File: config.mk
export PLATFORM = sky130hd
export DESIGN_NAME = flog_arb
export DESIGN_NICKNAME = d
export VERILOG_FILES = /design/src/rtl/flog_arb.sv
export SDC_FILE = /design/constraint.sdc
export NUM_CORES = 1
export LEC_CHECK = 0
export ABC_AREA = 1
export CORE_ASPECT_RATIO = 0.75
export CORE_MARGIN = 2
export CORE_UTILIZATION = 40
export DETAILED_ROUTE_END_ITERATION = 10
export GPL_ROUTABILITY_DRIVEN = 0
export PLACE_DENSITY_LB_ADDON = 0.25
export SETUP_SLACK_MARGIN = 0.5
export SYNTH_ARGS = -nofsm -noshare
export SYNTH_HDL_FRONTEND = slang
export SYNTH_SLANG_ARGS = --single-unit
File: constraint.sdc
create_clock -name clk -period 2.6 [get_ports clk]
set_input_delay 0.52 -clock clk [delete_from_list [all_inputs] [get_ports clk]]
set_output_delay 0.52 -clock clk [all_outputs]
set_load 0.05 [all_outputs]
File: src/rtl/flog_arb.sv
// flog_arb: round-robin arbiter sharing one bfloat16 log unit among N_REQ requesters.
// One transaction at a time: IDLE (grant) -> ISSUE (start pulse) -> WAIT -> RESP.
// Optional watchdog on the WAIT state, enabled by defining FLOG_ARB_WDOG_EN; on
// expiry the requester receives a quiet NaN with err_o set.

module flog_arb #(
    parameter int unsigned N_REQ   = 4,
    parameter int unsigned TMO_CYC = 64
) (
    input  logic                 clk,
    input  logic                 rst,
    input  logic [N_REQ-1:0]     req_valid_i,
    input  logic [16*N_REQ-1:0]  req_data_i,
    output logic [N_REQ-1:0]     req_ready_o,
    output logic                 unit_valid_o,
    output logic [15:0]          unit_data_o,
    input  logic                 unit_done_i,
    input  logic [15:0]          unit_data_i,
    output logic [N_REQ-1:0]     resp_valid_o,
    output logic [15:0]          resp_data_o,
    input  logic                 resp_ready_i,
    output logic                 busy_o,
    output logic                 err_o
);

    localparam int unsigned IW = (N_REQ > 1) ? $clog2(N_REQ) : 1;

    // Elaboration-time parameter range checks
    if (N_REQ < 2 || N_REQ > 8) begin : g_bad_n_req
        $error("flog_arb: N_REQ out of range 2..8");
    end
    if (TMO_CYC < 2 || TMO_CYC > 255) begin : g_bad_tmo
        $error("flog_arb: TMO_CYC out of range 2..255");
    end

    typedef enum logic [1:0] {
        StIdle  = 2'b00,
        StIssue = 2'b01,
        StWait  = 2'b10,
        StResp  = 2'b11
    } state_e;

    state_e          state_q;
    logic [IW-1:0]   rr_ptr_q;
    logic [IW-1:0]   grant_q;
    logic [15:0]     op_q;
    logic [15:0]     res_q;
    logic            req_any;
    logic [IW-1:0]   pick;
    logic [IW-1:0]   next_ptr;

`ifdef FLOG_ARB_WDOG_EN
    localparam logic [15:0] QuietNan = 16'h7FC0;
    logic [7:0]      wdog_q;
    logic            err_q;
`endif

    // Round-robin search: first valid requester at or after rr_ptr_q, wrapping
    always_comb begin
        req_any = 1'b0;
        pick    = '0;
        for (int unsigned i = 0; i < N_REQ; i++) begin
            if (!req_any && req_valid_i[IW'((32'(rr_ptr_q) + i) % N_REQ)]) begin
                req_any = 1'b1;
                pick    = IW'((32'(rr_ptr_q) + i) % N_REQ);
            end
        end
    end

    assign next_ptr = (grant_q == IW'(N_REQ - 1)) ? '0 : grant_q + IW'(1);

    // Combinational accept in IDLE; forced low while reset is held
    always_comb begin
        req_ready_o = '0;
        if (rst && state_q == StIdle && req_any) begin
            req_ready_o[pick] = 1'b1;
        end
    end

    // Response strobe to the owning requester
    always_comb begin
        resp_valid_o = '0;
        if (state_q == StResp) begin
            resp_valid_o[grant_q] = 1'b1;
        end
    end

    assign unit_valid_o = (state_q == StIssue);
    assign unit_data_o  = op_q;
    assign resp_data_o  = res_q;
    assign busy_o       = (state_q != StIdle);

`ifdef FLOG_ARB_WDOG_EN
    assign err_o = err_q;
`else
    assign err_o = 1'b0;
`endif

    // Transaction FSM with operand, result and round-robin pointer state
    always_ff @(posedge clk or negedge rst) begin
        if (!rst) begin
            state_q  <= StIdle;
            rr_ptr_q <= '0;
            grant_q  <= '0;
            op_q     <= '0;
            res_q    <= '0;
`ifdef FLOG_ARB_WDOG_EN
            wdog_q   <= '0;
            err_q    <= 1'b0;
`endif
        end else begin
            unique case (state_q)
                StIdle: begin
                    if (req_any) begin
                        grant_q <= pick;
                        op_q    <= req_data_i[16*pick +: 16];
                        state_q <= StIssue;
                    end
                end
                StIssue: begin
                    // A done pulse here is spurious and deliberately ignored
                    state_q <= StWait;
`ifdef FLOG_ARB_WDOG_EN
                    wdog_q  <= '0;
`endif
                end
                StWait: begin
                    if (unit_done_i) begin
                        res_q   <= unit_data_i;
                        state_q <= StResp;
                    end
`ifdef FLOG_ARB_WDOG_EN
                    // Done takes priority over expiry in the same cycle
                    else if (wdog_q == 8'(TMO_CYC - 1)) begin
                        res_q   <= QuietNan;
                        err_q   <= 1'b1;
                        state_q <= StResp;
                    end else begin
                        wdog_q  <= wdog_q + 8'd1;
                    end
`endif
                end
                StResp: begin
                    if (resp_ready_i) begin
                        rr_ptr_q <= next_ptr;
                        state_q  <= StIdle;
`ifdef FLOG_ARB_WDOG_EN
                        err_q    <= 1'b0;
`endif
                    end
                end
                default: state_q <= StIdle;
            endcase
        end
    end

endmodule

# Word level (Yosys, flattened, before mapping)
# Cells that the tools add are included.
[word_totals] word_cells=68 register_bits=38 mem_bits_rw=0 input_bits=88 latch_bits=0 output_inout_bits=43 romBits=0 mem_count=0
[op_classes] div=0 n_bitwise=0 mul=0 n_mux=27 n_lt_le_gt_ge=8 eq_ne=7 shifts=1 n_reduce_logical=16 add_sub_neg=4
[ops] cell="$shiftx A64 B7 Y16" n=1
[ops] cell="$lt A2 B3 Y1 const B" n=6
[ops] cell="$mux W2" n=8
[ops] cell="$mux W1" n=10
[ops] cell="$bmux W1 S2" n=4
[ops] cell="$mux W4" n=2
[ops] cell="$pmux W2 S4" n=1
[ops] cell="$logic_and A1 B1 Y1" n=7
[ops] cell="$eq A2 B2 Y1 const B" n=3
[ops] cell="$ne A2 B2 Y1 const B" n=3
[ops] cell="$reduce_and A2 Y1" n=3
[ops] cell="$add A2 B1 Y2 const B" n=2
[ops] cell="$add A2 B2 Y2 const B" n=2
[ops] cell="$demux W1 S2" n=2
[ops] cell="$ge A2 B1 Y1 const B" n=2
[ops] cell="$logic_not A1 Y1" n=3
[ops] cell="$reduce_and A3 Y1" n=1
[ops] cell="$eq A2 B1 Y1 const B" n=1
[ops] cell="$logic_not A2 Y1" n=1
[ops] cell="$reduce_bool A2 Y1" n=1

# Longest topological paths before layout
[depth] depth_word=17 mapped_depth=16 depth_no_buf=15

# Worst setup path after synthesis
# Ideal clock, no wire load.
[synth_path] path_type="input to output" start="input req_valid_i[3]" end="output req_ready_o[2]" n_path_buf=2 required_time_ns=2.080 path_stages=11 path_slack_ns=-0.456 t_arrival_ns=2.536 cell_sequence="inv_1 nand2_2 nand3_1 nand2_1 nor2_2 nand3_2 nor2_1 nor2_2 buf_6 buf_6 nor3_1"
[synth_between] elab_chain_len=17 word_cells_on_any_way=29 classes_between="order compare (2); mux (19); reduce/logical (8)"
[synth_rtl] item="start, declared" line_no="12" source="input logic [N_REQ-1:0] req_valid_i,"
[synth_rtl] item="$bmux W1 S2" line_no="63" source="if (!req_any && req_valid_i[IW'((32'(rr_ptr_q) + i) % N_REQ)]) begin"
[synth_rtl] item="$mux W1 (implied by the code)" line_no="63"
[synth_rtl] item="$mux W1" line_no="63"
[synth_rtl] item="$logic_not A1 Y1" line_no="63"
[synth_rtl] item="$logic_and A1 B1 Y1" line_no="63"
[synth_rtl] item="$mux W1" line_no="63"
[synth_rtl] item="$logic_not A1 Y1" line_no="63"
[synth_rtl] item="$logic_and A1 B1 Y1" line_no="63"
[synth_rtl] item="$mux W1" line_no="63"
[synth_rtl] item="$logic_not A1 Y1" line_no="63"
[synth_rtl] item="$logic_and A1 B1 Y1" line_no="63"
[synth_rtl] item="$mux W2" line_no="63"
[synth_rtl] item="$lt A2 B3 Y1 (implied by the code) or $ge A2 B1 Y1 (tied branches)" line_no="76" source="req_ready_o[pick] = 1'b1;"
[synth_rtl] item="$logic_and A1 B1 Y1 (implied by the code)" line_no="76"
[synth_rtl] item="$mux W1 (implied by the code)" line_no="76"
[synth_rtl] item="$demux W1 S2" line_no="76"
[synth_rtl] item="$mux W4 (*)" line_no="75" source="if (rst && state_q == StIdle && req_any) begin"
[synth_rtl] item="end, declared" line_no="14" source="output logic [N_REQ-1:0] req_ready_o,"
# Mark *: on every way between the ends. The rest lies on a longest branch, timed or not. The select of a mux whose other input is x is not followed.

# Worst setup path after layout
[layout_path] start="register rr_ptr_q[0]" end="output req_ready_o[3]"
[layout_between] elab_chain_len=17 word_cells_on_any_way=32 classes_between="add/sub (3); order compare (2); mux (19); reduce/logical (8)"
[layout_rtl] item="start, declared" line_no="44" source="logic [IW-1:0] rr_ptr_q;"
[layout_rtl] item="start signal, assigned" line_no="145" source="rr_ptr_q <= next_ptr;"
[layout_rtl] item="parallel branches: the longest is 16 deep, another holds $lt A2 B3 Y1"
[layout_rtl] item="$mux W4 (*)" line_no="75"
# Every way passes the cells marked *. The select of a mux whose other input is x is not followed.

==> flow_summary.toml <==
[cts]
h-tree-depth = 2
clk-insertion-delay-late_ps = 290
clk_pin_slew_ps = 80
cts_tree = "built"
cts_root_buf = "clkbuf_8"
cts_buffers = 5
clk_path_buf_depth = 2
cts.sinks = 38
holdBufCountCts = 0

[timing]
hold_viol = 0
final.min_clock_period_ps = 2660
setup_viol = 3
rsz0062_at_grt = "true"
slew_viol_final = 0
finalCritPeriodShare_pct = 102
finClkSkew_ps = 4.71
finalWorstSetupSlack_ps = -62.7
clock.fmax_ghz = 0.376
tightest_slew_ps = 671
relSlewSlack_pct = 55.1

[worst_setup_path]
reg2reg_from = "rr_ptr_q[0]"
crit_fanout = 6
timing.critical_path.slowest_cell_delay_ps = 460
critical_path_class = "reg -> out"
crit_path_cell_trace = "buf_6 > nand2_2 > nand2_2 > nand2_1 > nand2_2 > nor2_4 > nand3_4 > buf_6 > nand2_4 > nand2_8 > buf_12 > nor3_4 > buf_6"
crit_path_start_kind = "flip-flop"
critPathTopFamily = "simple AND/OR/NAND/NOR gates"
arrival_ps = 2140
path_buf_inv = 4
required_ps = 2080
cp-end-kind = "output pin"
slowest_stage = "dfrtp_2"
critPathLaunch = "rr_ptr_q[0]"

[floorplanning]
die_w_microns = 96.5
dieArea_sq_um = 7080
start_util_pct = 41.0
ios = 131
die_y_microns = 73.4
rows = 25
coreArea_sq_um = 6260

[cells_and_area]
multi_input_area_sq_um = 1660
syn_to_final_growth_pct = 74.1
fin_nets = 613
drive_gt1_share_pct = 22.2
final_util_pct = 71.4
num_antenna_cells = 0
n_fill_cell = 503
seqCellArea_sq_um = 953

[status]
status = "complete, but fails checks"
violations = "negative setup slack"

[pwr]
powerDensity_nw_per_um2 = 1540
power_leakage_nw = 2.24
vdd_drop_max_mv = 0.842
design_power_total_w = 0.00689

[logic_synthesis]
syn_nets = 470
ys_ff_latch = 38
yosysUniqueCellTypes = 26
synth-seq-area-share_pct = 37.0
netlist_instances = 373
ys_warn_count = 0
synth.cell_area_sq_um = 2570
syn_avg_cell_area_sq_um = 6.88

[routing]
ant_nets = 0
via_per_inst = 4.80
drc = 0
vias = 2873
routed_wl_mm = 7.77
drtIter0Drc = 86
drt-pass1-iter-count = 4
wl_per_cell_microns = 13.0

[global_routing]
grt_max_degree = 39
antenna_found_initial = 0
grt_overflow = 0
grt_util_all_layers_pct = 21.2
grt_pass1_vias = 2809
grt_pass1_wl_mm = 11.8

[hold_path]
worstHoldPathType = "in -> async"

[placed_design]
dp_hpwl_mm = 5.66
io_buffers = 129

[flow_run]
maxCapViolCount = 0
==> cell usage in the layout (no fill, tap or decap), types with 2 or more instances in the layout <==
cell type	count
nand2_1	179
clkdlybuf4s50_1	114
dfrtp_1	36
nand3_1	33
buf_4	19
nand2_2	17
mux2_2	16
inv_1	13
nand2_4	10
ha_1	9
clkbuf_8	6
buf_6	6
inv_2	5
nor3_4	4
dlygate4sd2_1	4
buf_12	4
inv_4	3
nand3_4	3
nor2_4	3
nand3_2	3
nor2_1	3
o21ai_0	3
clkbuf_2	3
nor2_2	2
a21oi_1	2
bufinv_16	2
clkdlybuf4s15_2	2
dfrtp_2	2
==> Yosys cell counts, drive strengths merged <==
| library cell | number | area [sq um] |
|---|---|---|
| nand2 | 207 | 790 |
| nand3 | 39 | 200 |
| dfrtp | 38 | 951 |
| inv | 21 | 78.8 |
| mux2 | 16 | 180 |
| buf | 15 | 116 |
| ha | 9 | 113 |
| nor2 | 8 | 35.0 |
| nor3 | 4 | 20.0 |
| o21ai | 4 | 20.0 |
| a21oi | 3 | 15.0 |
| clkbuf | 3 | 11.3 |
| a21boi | 1 | 7.51 |
| clkinv | 1 | 3.75 |
| conb | 1 | 3.75 |
| nand4 | 1 | 6.26 |
| o221ai | 1 | 8.76 |
| o31ai | 1 | 7.51 |
==> cell type report <==
class	count	share of cell area, %
Multi-Input combinational cell	295	37.1
Tap cell	81	2.27
Inverter	22	2.13
Clock buffer	6	1.85
Sequential cell	38	21.3
Timing Repair Buffer	154	34.0
Clock inverter	2	1.34
==> worst paths after layout <==
kind	slack [ps]	depth (start not counted)	endpoint
worst max-delay path	-60	13	req_ready_o[3]
worst min-delay path	350	2	resp_data_o[14]
worst max register to register	420	16	unit_data_o[8]
worst min register to register	490	2	unit_data_o[15]
max in group asynchronous	1900	2	rr_ptr_q[1]
min in group clk	490	2	unit_data_o[15]
==> state kept, by name (all words and copies together), names as in the netlist <==
signal / count
grant_q: 2
state_q: 2
resp_data_o: 16
rr_ptr_q: 2
unit_data_o: 16
==> repair_timing <==
| action | 4_1_cts | 5_1_grt |
|---|---|---|
| buffers inserted | 6 | 5 |
| endpoints found under the setup margin | 26 | 25 |
| resized for setup | 49 | 36 |
| pin swaps | 25 | 16 |
==> per-stage QoR <==
stage | setup WS (ps) | setup TNS, ps | cell area, sq um | hold slack (ps) | instances
global placement | -163 | -546 | 4030 | 467 | 579
global route | -139 | -431 | 4470 | 389 | 598
finish | -62.7 | -125 | 4470 | 349 | 598
detailed placement | -211 | -620 | 4030 | 468 | 579
CTS | 39.7 | 0 | 4320 | 362 | 593
floorplan | 172 | 0 | 2650 | 224 | 373
==> kinds of logic (layout without fill, tap and decap cells) <==
kind of cell | count (synthesis) | count (layout) | synth area share [%]
AO/OA/AOI/OAI | 10 | 10 | 2.29
adder cells (fa/ha/maj) | 9 | 9 | 4.39
buffers and inverters | 40 | 184 | 8.19
flip-flops | 38 | 38 | 37.0
multiplexers | 16 | 16 | 7.02
other | 1 | 1 | 0.146
AND/OR/NAND/NOR | 259 | 259 | 40.9
==> power by group <==
group	switching, W	internal, W	total (W)
clock network	0.000204	0.000409	0.000613
registers	0.000200	0.000890	0.00109
logic	0.00327	0.00191	0.00518
total	0.00367	0.00321	0.00689
==> per-layer routing <==
layer | track usage (%) | up-vias | wire [microns]
li1 | - | 1446 | -
met1 | 24.2 | 1335 | 3200
met2 | 40.1 | 82 | 4050
met3 | 5.54 | 10 | 437
met4 | 3.60 | 0 | 82
met5 | 0 | - | 0
(Power assumes the default switching activity.)
